## config.mk

```make
export PLATFORM = sky130hd
export DESIGN_NAME = lif_neuron_42in
export DESIGN_NICKNAME = d
export VERILOG_FILES = /design/src/rtl/lif_neuron_42in_pkg.sv /design/src/rtl/snn_sat_add.sv /design/src/rtl/lif_neuron_42in.sv
export SDC_FILE = /design/constraint.sdc
export NUM_CORES = 1
export LEC_CHECK = 0
export BUFFER_PORTS_ARGS = -buffer_cell sky130_fd_sc_hd__buf_2
export CORE_UTILIZATION = 55
export CTS_CLUSTER_DIAMETER = 200
export DETAILED_ROUTE_END_ITERATION = 8
export PLACE_DENSITY_LB_ADDON = 0.2
export SLEW_MARGIN = 5
export SYNTH_ARGS = -nofsm -noshare
export SYNTH_HDL_FRONTEND = slang
export SYNTH_HIERARCHICAL = 1
export SYNTH_SLANG_ARGS = --single-unit
```

## constraint.sdc

```tcl
create_clock -name i_clk -period 5.37 [get_ports i_clk]
set_clock_uncertainty 0.15 [all_clocks]
set_input_delay 0.2685 -clock i_clk [delete_from_list [all_inputs] [get_ports i_clk]]
set_output_delay 0.2685 -clock i_clk [all_outputs]
set_load 0.02 [all_outputs]
```

## src/rtl/lif_neuron_42in_pkg.sv

```systemverilog
// rtl/lif_neuron_42in_pkg.sv - shared tinySNN neuron definitions
// State encodings and default widths used by the neuron and its helpers.
package lif_neuron_42in_pkg;

  typedef enum logic [1:0] {
    ST_INTEGRATE = 2'd0,
    ST_FIRE      = 2'd1,
    ST_REFRAC    = 2'd2
  } lif_state_e;

  localparam int                  DEF_MEM_WIDTH = 24;
  localparam logic [23:0]         DEF_THRESHOLD = 24'h001000;
  localparam int                  SPIKE_CNT_W   = 16;

endpackage

```

## src/rtl/snn_sat_add.sv

```systemverilog
// rtl/snn_sat_add.sv - unsigned adder saturating at all-ones
// Shared with the synapse weight path; one guard bit detects overflow.
module snn_sat_add #(
  parameter int p_width = 24
) (
  input  logic [p_width-1:0] a_i,
  input  logic [p_width-1:0] b_i,
  output logic [p_width-1:0] s_o
);

  logic [p_width:0] sum_wide;

  always_comb begin
    sum_wide = {1'b0, a_i} + {1'b0, b_i};
    s_o      = sum_wide[p_width] ? {p_width{1'b1}} : sum_wide[p_width-1:0];
  end

endmodule

```

## src/rtl/lif_neuron_42in.sv

```systemverilog
// rtl/lif_neuron_42in.sv - leaky integrate-and-fire neuron for one adder_42in sum
// Integrates with shift leak, fires a one-cycle spike, then sits out a refractory window.
module lif_neuron_42in
  import lif_neuron_42in_pkg::*;
#(
  parameter int                     p_input_width = 16,
  parameter int                     p_mem_width   = DEF_MEM_WIDTH,
  parameter logic [p_mem_width-1:0] p_threshold   = p_mem_width'(DEF_THRESHOLD),
  parameter int                     p_leak_shift  = 4,
  parameter int                     p_refrac      = 3
) (
  input  logic                       i_clk,
  input  logic                       i_rst,
  input  logic [p_input_width+5:0]   i_sum,
  input  logic                       i_valid,
  output logic                       o_ready,
  output logic                       o_spike,
  output logic [p_mem_width-1:0]     o_mem,
  output logic [SPIKE_CNT_W-1:0]     o_spike_cnt
);

  localparam int RW = (p_refrac > 1) ? $clog2(p_refrac + 1) : 1;

  lif_state_e                 state_q;
  logic [p_mem_width-1:0]     mem_q;
  logic [p_mem_width-1:0]     mem_d;
  logic [p_mem_width-1:0]     decayed;
  logic [p_mem_width-1:0]     sum_ext;
  logic                       spike_q;
  logic [SPIKE_CNT_W-1:0]     cnt_q;
  logic [RW-1:0]              refr_q;

  // Leak never exceeds mem_q, so the subtraction cannot underflow.
  always_comb begin
    decayed = mem_q - (mem_q >> p_leak_shift);
    sum_ext = p_mem_width'(i_sum);
  end

  snn_sat_add #(.p_width(p_mem_width)) u_sat_add (
    .a_i (decayed),
    .b_i (sum_ext),
    .s_o (mem_d)
  );

  always_ff @(posedge i_clk) begin
    if (i_rst) begin
      state_q <= ST_INTEGRATE;
      mem_q   <= '0;
      spike_q <= 1'b0;
      cnt_q   <= '0;
      refr_q  <= '0;
    end else begin
      spike_q <= 1'b0;
      case (state_q)
        ST_INTEGRATE: begin
          if (i_valid) begin
            if (mem_d >= p_threshold) begin
              mem_q   <= '0;
              spike_q <= 1'b1;
              cnt_q   <= cnt_q + SPIKE_CNT_W'(1);
              state_q <= ST_FIRE;
            end else begin
              mem_q <= mem_d;
            end
          end
        end
        ST_FIRE: begin
          if (p_refrac > 0) begin
            refr_q  <= RW'(p_refrac);
            state_q <= ST_REFRAC;
          end else begin
            state_q <= ST_INTEGRATE;
          end
        end
        ST_REFRAC: begin
          refr_q <= refr_q - RW'(1);
          if (refr_q == RW'(1)) state_q <= ST_INTEGRATE;
        end
        default: state_q <= ST_INTEGRATE;
      endcase
    end
  end

  assign o_ready     = (state_q == ST_INTEGRATE);
  assign o_spike     = spike_q;
  assign o_mem       = mem_q;
  assign o_spike_cnt = cnt_q;

endmodule

```

Word-level counts from Yosys, hierarchy flattened
Index checks and enable logic that the tools add are counted. Widths: inputs -> output; s select.

$add $sub $neg: 4. $mul: 0. Divide/modulo/power cells: 0. $lt $le $gt $ge: 1. Equal/unequal tests: 6. Shift operators: 0. Muxes and demuxes: 8. Bitwise gates (word level): 2. Reductions and logical operators: 6.

Operators with widths (count): $mux 24 (2); $add 24x22->25 (1); $ge 24x13->1 const B (1); $sub 24x20->24 (1); $add 16x1->16 const B (1); $mux 2 (3); $pmux 2 s3 (1); $reduce_and 3->1 (2); $eq 2x1->1 const B (2); $ne 2x2->1 const B (2); $pmux 2 s2 (1); $reduce_or 3->1 (1); $eq 2x2->1 const B (1); $logic_not 2->1 (1); $ne 2x1->1 const B (1); $not 1->1 (2); $reduce_and 2->1 (1); $reduce_bool 2->1 (1); $sub 2x1->2 const B (1); $mux 1 (1).

Register bits: 45. Bits in latches: 0. Bits in writable memories: 0. Bits in read-only memories: 0. Bits of input ports: 25. Output and inout bits: 42. Word-level logic and storage cells: 32. Memories: 0.

Logic depth before layout (Yosys ltp)
Depth after elaboration: 7. Depth in mapped cells: 25. Depth with buffers taken out: 22.

Cells and area by module
Netlist, hierarchy kept.

Modules (own cells, without submodules): lif_neuron_42in (instances 1, cells each 414, area an instance 3224.3 um2, sequential area each 900.9 um2); snn_sat_add (instances 1, cells each 222, area an instance 1515.2 um2, sequential area each 0.0 um2).

Least setup slack after synthesis
No wires, ideal clock.

Kind: reg2reg. Start: register mem_q[0] (netlist: o_mem[0]). End: register mem_q[21] (netlist: o_mem[21]). Library setup time: 0.066 ns. Data arrival time: 4.740 ns. Data required time: 5.154 ns. Path slack: 0.414 ns. Cell stages (with the launch flop): 24. Buffers on the path: 3. Clock period less this slack: 4.956 ns. Cells stage by stage: dfxtp_1 > inv_1 > ha_1 > fa_1 > nor2b_1 > o211ai_1 > a21o_1 > o21ai_2 > a21boi_0 > a211o_1 > ha_1 > nand4_1 > or4_1 > a211o_1 > nand3_2 > xnor2_1 > nand2_1 > nor4_2 > a31oi_1 > buf_4 > or2_1 > buf_2 > buf_6 > a21oi_2.

Cells in the longest elaborated chain, start to end: 5.

Ends and longest elaborated chain: start: declaration (line lif_neuron_42in.sv:25) `logic [p_mem_width-1:0] mem_q;`; start signal: assignment (line lif_neuron_42in.sv:63) `mem_q <= mem_d;`; $sub 24x20->24 (*) (line lif_neuron_42in.sv:35) `decayed = mem_q - (mem_q >> p_leak_shift);`; via decayed[20] (line lif_neuron_42in.sv:27) `logic [p_mem_width-1:0] decayed;`; $add 24x22->25 (*) (line snn_sat_add.sv:14) `sum_wide = {1'b0, a_i} + {1'b0, b_i};`; $mux 24 (*) (line snn_sat_add.sv:15) `s_o = sum_wide[p_width] ? {p_width{1'b1}} : sum_wide[p_width-1:0];`; via mem_d[21] (line lif_neuron_42in.sv:26) `logic [p_mem_width-1:0] mem_d;`; $ge 24x13->1 (line lif_neuron_42in.sv:57) `if (mem_d >= p_threshold) begin`; $mux 24 (*) (line lif_neuron_42in.sv:57).

Mark *: on every way through the listed nets, which the timed path passes. The rest lies on a longest branch. A chain may end at the register's enable or synchronous reset.

Final worst setup path
Start: register mem_q[0] (netlist: o_mem[0]). End: register cnt_q[4] (netlist: o_spike_cnt[4]).

Cells in the longest elaborated chain, start to end: 5.

Ends and longest elaborated chain: $sub 24x20->24 (line lif_neuron_42in.sv:35); via decayed[20] (line lif_neuron_42in.sv:27); $add 24x22->25 (line snn_sat_add.sv:14); $mux 24 (line snn_sat_add.sv:15); via mem_d[21] (line lif_neuron_42in.sv:26); $ge 24x13->1 (line lif_neuron_42in.sv:57); $reduce_and 3->1 (no line); end signal: assignment (line lif_neuron_42in.sv:60) `cnt_q <= cnt_q + SPIKE_CNT_W'(1);`; end: declaration (line lif_neuron_42in.sv:30) `logic [SPIKE_CNT_W-1:0] cnt_q;`.

The timed path passes the listed nets, and every way through them passes these cells.

==> results.yml <==
grt:
  antenna_found_initial: 0
  grt_pass1_vias: 4582
  grt_max_degree: 25
  grt_use_total: 0.3000
  overflow: 0
  grt_pass1_wl_um: 21400
logic_synthesis:
  synth_seq_cells: 45
  synthCells: 636
  yosysWarnings: 6
  synth_edf_count: 0
  synth_flop_cell: "dfxtp_1"
  synthArstFlopShare: 0
  netlist-cell-type-count: 66
  synth_area_sq_um: 4740
  syn_avg_cell_area_sq_um: 7.452
  ys_seq_area_frac: 0.1901
sta:
  tns_ns: 0
  worst_pin_slew_ns: 1.079
  hold_violations: 0
  hold-worst-slack_ns: 0.2399
  min_period_over_period: 0.9651
  fin_crit_ns: 5.183
  setup_viol: 0
  max-slew-margin-rel: 0.2792
  slew_viol_final: 0
  fmax_mhz: 192.9
setup_path:
  critPathArrivalTime_ns: 5.22
  endpoint_kind: "flip-flop"
  critPathLaunchType: "flip-flop"
  crit_required_ns: 5.40
  critical_path.cell_chain: "inv_1 > ha_1 > fa_2 > nor2b_2 > o211ai_1 > a21o_1 > o21ai_4 > a21boi_0 > a211o_1 > ha_2 > nand4_1 > or4_1 > a211o_1 > nand3_2 > xnor2_1 > nand2_1 > nor4_4 > a31oi_4 > and3_4 > nand2_1 > xor2_1 > nor2_1"
  crit_path_max_fanout: 8
  path_delay_family: "simple AND/OR/NAND/NOR gates"
  cpPeakStageDelay_ns: 0.50
  cp.buffers_inverters: 1
  crit_slowest_cell: "or4_1"
  critical_path_class: "flip-flop to flip-flop"
routing:
  routed_via_density: 5.973
  via_count: 4886
  drtIter0Drc: 292
  wl_per_cell_um: 16.35
  wirelength_um: 13370
  postRouteAntennaNets: 0
  drt-pass1-iter-count: 5
  drc: 0
die:
  design.die.area_sq_um: 8993
  rows: 33
  core_area_sq_um: 8258
  die_w_um: 94.83
  initial_core_util: 0.5739
  dieHeight_um: 94.83
  io_pins: 67
final_layout:
  antenna_cells: 0
  fin_cells: 818
  fin_nets: 788
  drive_gt1_frac: 0.2384
  flow.area_growth_from_synthesis_pct: 16.39
clock_tree:
  path_clk_slew_ns: 0.09
  htreeDepth: 2
  cts_tree: "built"
  clockBufferDepth: 2
  clk_latency_ns: 0.30
  hold_buffers: 0
  cts_inserted_buffers: 5
  clockRootBuffer: "clkbuf_8"
  clkSinkCount: 45
hold_path:
  hold_class: "input port to flip-flop"
place:
  dp.cells: 807
  io_buffers: 66
  dp_hpwl_um: 10140
  gp_congestion: 0.9039
flow_run:
  cap_violations: 0
outcome:
  status: "complete, no violations"
[cells by family after synthesis]
group           synth area share
simple gates              0.2447
flops                     0.1901
fa+ha+maj                 0.1378
xor+xnor                 0.07946
compound gates            0.2764
buf+inv                  0.06204
mux                     0.008712
other cells            0.0007912
[worst paths after layout]
path | cells past startpoint | slack, ns | start | endpoint
worst max register to register | 22 | 0.19 | o_mem[0] | o_spike_cnt[4]
worst min register to register | 2 | 0.35 | o_mem[19] | o_mem[19]
worst max-delay path | 22 | 0.19 | o_mem[0] | o_spike_cnt[4]
worst min-delay path | 2 | 0.24 | i_rst | o_spike_cnt[0]
[synthesized netlist by cell type (5+ instances only)]
cell / instances / share of area
nand2b_1: 6 / 0.0079
nand4_1: 13 / 0.017
xor2_1: 21 / 0.039
a211o_1: 5 / 0.0092
o21ai_1: 7 / 0.0074
a21oi_1: 38 / 0.040
nor3_1: 14 / 0.015
buf_2: 8 / 0.0084
nor2b_1: 9 / 0.012
nor2_1: 42 / 0.033
a31oi_1: 8 / 0.011
o21ai_0: 23 / 0.024
nand2_1: 111 / 0.088
and3_1: 7 / 0.0092
nand3_1: 12 / 0.013
dfxtp_1: 45 / 0.19
a21oi_2: 24 / 0.044
ha_1: 49 / 0.13
and4_1: 5 / 0.0092
clkbuf_1: 11 / 0.0087
and2_1: 5 / 0.0066
a21o_1: 29 / 0.046
o21a_1: 5 / 0.0079
inv_1: 34 / 0.027
xnor2_1: 22 / 0.041
a211oi_1: 9 / 0.014
[routing by layer]
metal | up-vias | share of wire | global-route usage
li1 | 2408 | - | -
met1 | 2314 | 0.47 | 0.4034
met2 | 146 | 0.47 | 0.5096
met3 | 18 | 0.049 | 0.04026
met4 | 0 | 0.013 | 0.06061
met5 | - | 0 | 0
[metrics by stage]
step           area [sq um]  setup WS [ns]    util
2_1_floorplan          4743         0.4138       -
3_3_place_gp           5261        0.09650  0.6371
3_5_place_dp           5261       -0.05592  0.6371
4_1_cts                5400        0.01951  0.6539
5_1_grt                5517       -0.07279  0.6680
6_report               5517         0.1873  0.6680
[timing repair]
action                                  4_1_cts  5_1_grt
setup buffers                                 0        3
pin swaps                                     1        7
endpoints found under the setup margin       15       41
endpoints found under the hold margin         0        0
resized for setup                             4       23
[registers in the layout (all words and copies together) (netlist names)]
name,flops
state_q,2
o_spike_cnt,16
o_mem,24
o_spike,1
refr_q,2
[area by class of cell]
| type | count | area, sq um |
|---|---|---|
| clock inverters | 2 | 38.79 |
| fillers | 734 | 2741 |
| multi-input cells | 529 | 3667 |
| flip-flops and latches | 45 | 903.4 |
| well taps | 105 | 131.4 |
| inverters | 34 | 127.6 |
| repair buffers | 97 | 575.6 |
| clock buffers | 6 | 72.57 |
[cell usage in the layout (no fill, tap or decap), drive strengths merged, types with 4 or more instances in the layout]
cell type,synthesis,final
nor2b,9,9
ha,49,49
a211oi,10,10
inv,34,34
a31oi,8,8
buf,16,97
dfxtp,45,45
o31ai,5,5
a21boi,4,4
xnor2,22,22
and4,6,6
xor2,21,21
nand2,113,113
a211o,5,5
nor2,42,42
and2,5,5
nor4,6,6
clkbuf,13,6
a21o,29,29
o21a,5,5
nand4,13,13
nand2b,6,6
and3,7,7
nor3,14,14
a21oi,62,62
o21ai,35,35
nand3,13,13
Power is not shown: default switching activity piles up to over one toggle a cycle in this logic, so the estimate is an artifact.
